**config.mk**
```make
export PLATFORM = sky130hd
export DESIGN_NAME = mem_arbiter
export DESIGN_NICKNAME = d
export VERILOG_FILES = /design/src/rtl/mem_arbiter.sv
export SDC_FILE = /design/constraint.sdc
export NUM_CORES = 1
export LEC_CHECK = 0
export ABC_AREA = 1
export BUFFER_PORTS_ARGS = -buffer_cell sky130_fd_sc_hd__buf_2
export CORE_MARGIN = 4
export CORE_UTILIZATION = 50
export CTS_BUF_LIST = sky130_fd_sc_hd__clkbuf_16
export DETAILED_ROUTE_END_ITERATION = 10
export HOLD_SLACK_MARGIN = 0.1
export PLACE_DENSITY = 0.88
export SLEW_MARGIN = 20
export SYNTH_ARGS = -nofsm -noshare
export SYNTH_HDL_FRONTEND = slang
export SYNTH_SLANG_ARGS = --single-unit
```
**constraint.sdc**
```tcl
create_clock -name clk -period 4.5 [get_ports clk]
set_clock_uncertainty 0.1 [all_clocks]
set_input_delay 0.9 -clock clk [delete_from_list [all_inputs] [get_ports clk]]
set_output_delay 0.9 -clock clk [all_outputs]
set_load 0.01 [all_outputs]
```
**src/rtl/mem_arbiter.sv**
```systemverilog
// Two-port (fetch/data) round-robin arbiter onto one shared bus; 3-cycle minimum latency.
// Requests stall until the owner's one-cycle ack; a BUSY bus cycle aborts after TIMEOUT cycles.
module mem_arbiter #(
    parameter int unsigned TIMEOUT = 255
) (
    input  logic        clk,
    input  logic        rst,
    input  logic        i_req,
    input  logic [31:0] i_addr,
    output logic [31:0] i_rdata,
    output logic        i_ack,
    input  logic        d_req,
    input  logic        d_drw,
    input  logic [31:0] d_addr,
    input  logic [31:0] d_wdata,
    output logic [31:0] d_rdata,
    output logic        d_ack,
    output logic        i_stall,
    output logic        d_stall,
    output logic        b_req,
    output logic        b_drw,
    output logic [31:0] b_addr,
    output logic [31:0] b_wdata,
    input  logic [31:0] b_rdata,
    input  logic        b_ready,
    output logic        err
);

    typedef enum logic [1:0] {IDLE, BUSY, DONE} state_t;

    state_t      state, state_nxt;
    logic        owner;      // 0 = fetch, 1 = data
    logic        last_win;
    logic [7:0]  cnt;
    logic        grant_vld;
    logic        grant_own;
    logic        timeout_hit;

    assign i_stall = i_req & ~i_ack;
    assign d_stall = d_req & ~d_ack;

    always_ff @(posedge clk) begin
        if (rst) state <= IDLE;
        else     state <= state_nxt;
    end

    always_comb begin
        state_nxt   = state;
        grant_vld   = i_req | d_req;
        // Under contention the port that did not win last time goes next.
        grant_own   = (i_req & d_req) ? ~last_win : d_req;
        timeout_hit = (cnt == 8'(TIMEOUT - 1));
        case (state)
            IDLE:    if (grant_vld) state_nxt = BUSY;
            BUSY:    if (b_ready || timeout_hit) state_nxt = DONE;
            DONE:    state_nxt = IDLE;
            default: state_nxt = IDLE;
        endcase
    end

    always_ff @(posedge clk) begin
        if (rst) begin
            owner    <= 1'b0;
            last_win <= 1'b0;
            cnt      <= 8'd0;
            b_req    <= 1'b0;
            b_drw    <= 1'b0;
            b_addr   <= 32'd0;
            b_wdata  <= 32'd0;
            i_rdata  <= 32'd0;
            d_rdata  <= 32'd0;
            i_ack    <= 1'b0;
            d_ack    <= 1'b0;
            err      <= 1'b0;
        end else begin
            i_ack <= 1'b0;
            d_ack <= 1'b0;
            err   <= 1'b0;
            case (state)
                IDLE: begin
                    if (grant_vld) begin
                        owner    <= grant_own;
                        last_win <= grant_own;
                        cnt      <= 8'd0;
                        b_req    <= 1'b1;
                        b_drw    <= grant_own & d_drw;
                        b_addr   <= grant_own ? d_addr : i_addr;
                        b_wdata  <= grant_own ? d_wdata : 32'd0;
                    end
                end
                BUSY: begin
                    if (b_ready || timeout_hit) begin
                        b_req <= 1'b0;
                        i_ack <= ~owner;
                        d_ack <= owner;
                        err   <= ~b_ready;
                        // Writes leave the load register alone; an aborted read returns zero.
                        if (!b_drw) begin
                            if (owner) d_rdata <= b_ready ? b_rdata : 32'd0;
                            else       i_rdata <= b_ready ? b_rdata : 32'd0;
                        end
                    end else begin
                        cnt <= cnt + 8'd1;
                    end
                end
                default: ;
            endcase
        end
    end

endmodule

```
Word level (Yosys, flattened, before mapping)

Cells that the tools add are included.

Input bits: 134
Output and inout port bits: 135
Logic and storage cells: 53
Memories: 0
RAM bits: 0
Bits in read-only memories: 0
Bits in latches: 0
Bits in registers: 144

Magnitude comparators: 0
Mux-type cells: 13
Divide/modulo/power cells: 0
Equality and inequality tests: 5
Reduce and logical (&&, ||, !) cells: 10
Shift operators: 0
Multiply operators: 0
Bitwise gates (word level): 12
Add/subtract/negate cells: 1

Operators with widths:

| cell                                                | count |
|---|---|
| two-way mux 32 bit                                  | 3 |
| two-way mux 8 bit                                   | 2 |
| case mux 8 bit (2 select lines)                     | 1 |
| adder 8 x 1 -> 8 bit, second input constant         | 1 |
| equality test 8 bit, second input constant          | 1 |
| AND reduction 4 bit                                 | 2 |
| NOT 1 bit                                           | 7 |
| != test 2 bit, second input constant                | 3 |
| AND reduction 3 bit                                 | 2 |
| bitwise AND 1 bit                                   | 4 |
| two-way mux 2 bit                                   | 2 |
| case mux 2 bit (2 select lines)                     | 1 |
| AND reduction 2 bit                                 | 2 |
| two-way mux 1 bit                                   | 3 |
| OR reduction 3 bit                                  | 1 |
| equality test 2 x 1 -> 1 bit, second input constant | 1 |
| zero test 2 bit                                     | 1 |
| case mux 1 bit (2 select lines)                     | 1 |
| nonzero test 2 bit                                  | 1 |
| logical OR 1 bit                                    | 1 |
| OR 1 bit                                            | 1 |

Longest topological paths before layout

Word-level depth: 4
Gate-level depth with buffers: 11
Gate-level depth less buffers: 10

Worst setup path before layout

Ideal clock, no wire load.

Kind: input to output
Start point: input d_req
End point: output d_stall
Path slack: 2.389 ns
Stages on the path: 2
Required time: 3.500 ns
Arrival time: 1.111 ns
Path through: inv_1 -> nor2_1

Cells in the longest elaborated chain, start to end: 1

RTL lines:

| what              | line | RTL |
|---|---|---|
| start, declared   | 12   | `input logic d_req,` |
| bitwise AND 1 bit | 40   | `assign d_stall = d_req & ~d_ack;` |
| end, declared     | 19   | `output logic d_stall,` |

No other way between the ends.

Worst setup path after layout

Start point: input b_ready
End point: register i_rdata[26]

Cells in the longest elaborated chain, start to end: 2

RTL lines:

| what                                 | line | RTL |
|---|---|---|
| start, declared                      | 25   | `input logic b_ready,` |
| logical OR 1 bit                     | 92   | `if (b_ready \|\| timeout_hit) begin` |
| AND reduction 4 bit (no source line) | -    |  |
| end signal, assigned                 | 100  | `else i_rdata <= b_ready ? b_rdata : 32'd0;` |
| end, declared                        | 10   | `output logic [31:0] i_rdata,` |

Several ways; a longest one is shown, not always the timed one.
A chain may end at the register's enable or synchronous reset.

==> impl_metrics.py <==
metrics = {
    "outcome": {
        "status": "finished, final reports clean",
    },
    "power_and_ir_drop": {
        "pwr-share-comb_pct": 14.0,
        "p_int_mw": 2.36,
        "pwr-share-clk_pct": 42.9,
        "p_seq_share_pct": 43.1,
        "total_power_mw": 3.20,
        "switchingPower_mw": 0.843,
        "p_leak_nw": 3.78,
        "p_sw_share_pct": 26.3,
        "powerDensity_nw_per_um2": 409,
        "ir_worst_vdd_v": 0.000365,
    },
    "clocking": {
        "cts_tree": "yes",
        "cts_sinks": 144,
        "post_cts_buffers": 0,
        "clockBufferDepth": 2,
        "clk_root_buffer_cell": "clkbuf_16",
        "clkSlewWorstSetupHoldPaths_ns": 0.06,
        "cts_resized": 0,
        "cts_hold_buf": 0,
        "numCtsBuffers": 17,
        "clkLatencyLatePin_ns": 0.41,
        "h-tree-depth": 4,
    },
    "worst_setup_path": {
        "cp.required_ns": 4.65,
        "r2r-start": "state[0]",
        "cp.arrival_ns": 2.84,
        "cp-startpoint": "b_ready",
        "cp-end-kind": "flop",
        "max_stage_delay_ns": 0.44,
        "criticalPathCategory": "in2reg",
        "cp_common_cell": "buf_4",
        "startpoint_type": "primary input",
        "critPathSlowestCell": "buf_4",
        "crit_chain": "buf_2 -> buf_4 -> inv_1 -> nand2_2 -> buf_4 -> nand3_1 -> buf_4 -> nand2_1 -> a21oi_1",
        "r2r_slack_ns": 2.05,
        "crit_fanout": 40,
    },
    "floorplanning": {
        "core_area_um2": 11500,
        "die-area_um2": 13700,
        "num_rows": 39,
        "ios": 269,
        "die_w_um": 117,
        "die_h_um": 117,
        "initial_core_util_pct": 51.6,
    },
    "place": {
        "port_buffers": 268,
        "routabilityCongestion": 0.872,
        "dp_hpwl_um": 12900,
    },
    "cells_and_area": {
        "syn_to_final_growth_pct": 31.7,
        "nets": 1165,
        "fillers": 961,
        "layout-drive-gt1-share_pct": 30.6,
        "fin_util_pct": 68.0,
    },
    "min_path": {
        "min-delay-path-class": "reg2reg",
        "hp-start": "d_rdata[14]",
    },
    "flow_run": {
        "drv_cap": 0,
    },
    "timing": {
        "clock.fmax_mhz": 371,
        "setup_viol_count_final": 0,
        "finalSetupTns_ns": 0,
        "period_needed_ns": 2.69,
        "slew_violations": 0,
        "rsz0062_at_grt": "no",
        "tightest_slew_ns": 1.10,
        "period_share_pct": 59.9,
        "relSlewSlack_pct": 26.3,
        "final_hold_viol_count": 0,
    },
    "drt": {
        "via_per_inst": 5.44,
        "wl_per_cell_um": 15.8,
        "finalWirelength_um": 18800,
        "drc": 0,
        "drt_pass1_iterations": 5,
        "ant_nets": 0,
        "vias": 6455,
        "first_iter_violations": 656,
    },
    "global_route": {
        "grt_max_degree": 103,
        "grt_pass1_vias": 5970,
        "antenna_found_initial": 1,
        "grt_overflow": 0,
        "grt_pass1_wl_um": 28500,
        "grtUsageTotal_pct": 26.3,
    },
    "synth": {
        "yosys_register_bits": 144,
        "syn_area_per_cell_um2": 7.42,
        "syn_area_um2": 5940,
        "ys_warn_count": 0,
        "syn-num-nets": 937,
        "synth.distinct_cells": 22,
        "synth_cells": 801,
        "yosysSeqAreaShare_pct": 48.5,
    },
}
-- layer usage --
metal	vias up	wire [um]	GRT usage (%)	share of wire, %
li1	3151	-	-	-
met1	2928	7390	30.7	39
met4	0	718	12.9	3.8
met3	53	1830	10.4	9.7
met5	-	0	0	0
met2	323	8860	42.2	47
-- critical path: cells and delay by family --
family,cells,cell delay [ns]
AO/OA/AOI/OAI,1,0.06
buffers and inverters,5,1.25
AND/OR/NAND/NOR,3,0.60
-- state kept, by name, indices dropped and copies added, names as in the netlist --
register,cells
b_wdata,32
err,1
b_req,1
d_ack,1
i_rdata,32
b_drw,1
i_ack,1
b_addr,32
last_win,1
cnt,8
d_rdata,32
state,2
-- worst paths after layout --
| check | endpoint | depth (start not counted) |
|---|---|---|
| setup / recovery | i_rdata[26] | 9 |
| hold / removal | d_rdata[14] | 2 |
| setup reg to reg | d_rdata[11] | 7 |
| hold reg to reg | d_rdata[14] | 2 |
-- synthesized netlist by cell type --
master,n,area [um2]
a21oi_1,105,526
a21oi_2,1,8.76
a31oi_1,32,200
buf_2,29,145
buf_6,5,56.3
clkbuf_1,36,135
dfxtp_1,144,2880
ha_1,2,25.0
inv_1,50,188
inv_2,3,11.3
nand2_1,220,826
nand2_2,3,18.8
nand3_1,42,210
nand3_2,1,10.0
nand4_1,64,400
nor2_1,24,90.1
nor2_2,2,12.5
nor2_4,1,11.3
nor3_1,1,5.00
o21a_1,1,7.51
o21ai_0,31,155
o21ai_1,4,20.0
-- per-stage QoR --
stage                     std cells  hold WS [ns]  worst slack [ns]  instance area (um2)
final                          1186         0.357              1.81                 7830
after global routing           1186         0.373              1.60                 7830
after CTS                      1185         0.359              1.85                 7820
after detailed placement       1153         0.352              1.40                 7250
after global placement         1153         0.347              1.47                 7250
after floorplan                 801         0.358              2.39                 5940
-- final cells by class --
class	instances	area [um2]	share of cell area, %
Timing Repair Buffer	279	1440	18.4
Inverter	53	199	2.54
Sequential cell	144	2880	36.8
Tap cell	143	179	2.29
Antenna cell	1	2.50	0.0320
Clock inverter	15	151	1.93
Multi-Input combinational cell	534	2550	32.5
Clock buffer	17	425	5.44
-- power by group through the flow --
stage          sequential, mW  clock [mW]  combinational [mW]
4_1_cts                  1.38        1.39               0.446
2_1_floorplan            1.43           0               0.238
6_report                 1.38        1.37               0.447
3_3_place_gp             1.40           0               0.437
5_1_grt                  1.39        1.45               0.494
3_5_place_dp             1.41           0               0.443
-- cells in the final DEF, fill, tap and decap left out, types with 4 or more instances in the layout --
master,n
clkbuf_16,17
clkinv_2,5
o21ai_0,31
nand3_1,42
nand2_1,220
nand4_1,64
a21oi_1,104
buf_2,267
a31oi_1,32
inv_1,51
nor2_1,23
o21ai_1,4
buf_4,11
clkinv_1,4
dfxtp_1,144
-- cells by family after synthesis --
family,Yosys count,share of synthesized area (%)
AOI/OAI and AO/OA,174,15.4
adders and majority gates,2,0.421
buffers and inverters,123,9.01
DFF,144,48.5
and+or+nand+nor,358,26.6
Power figures use the tool's default switching activity.
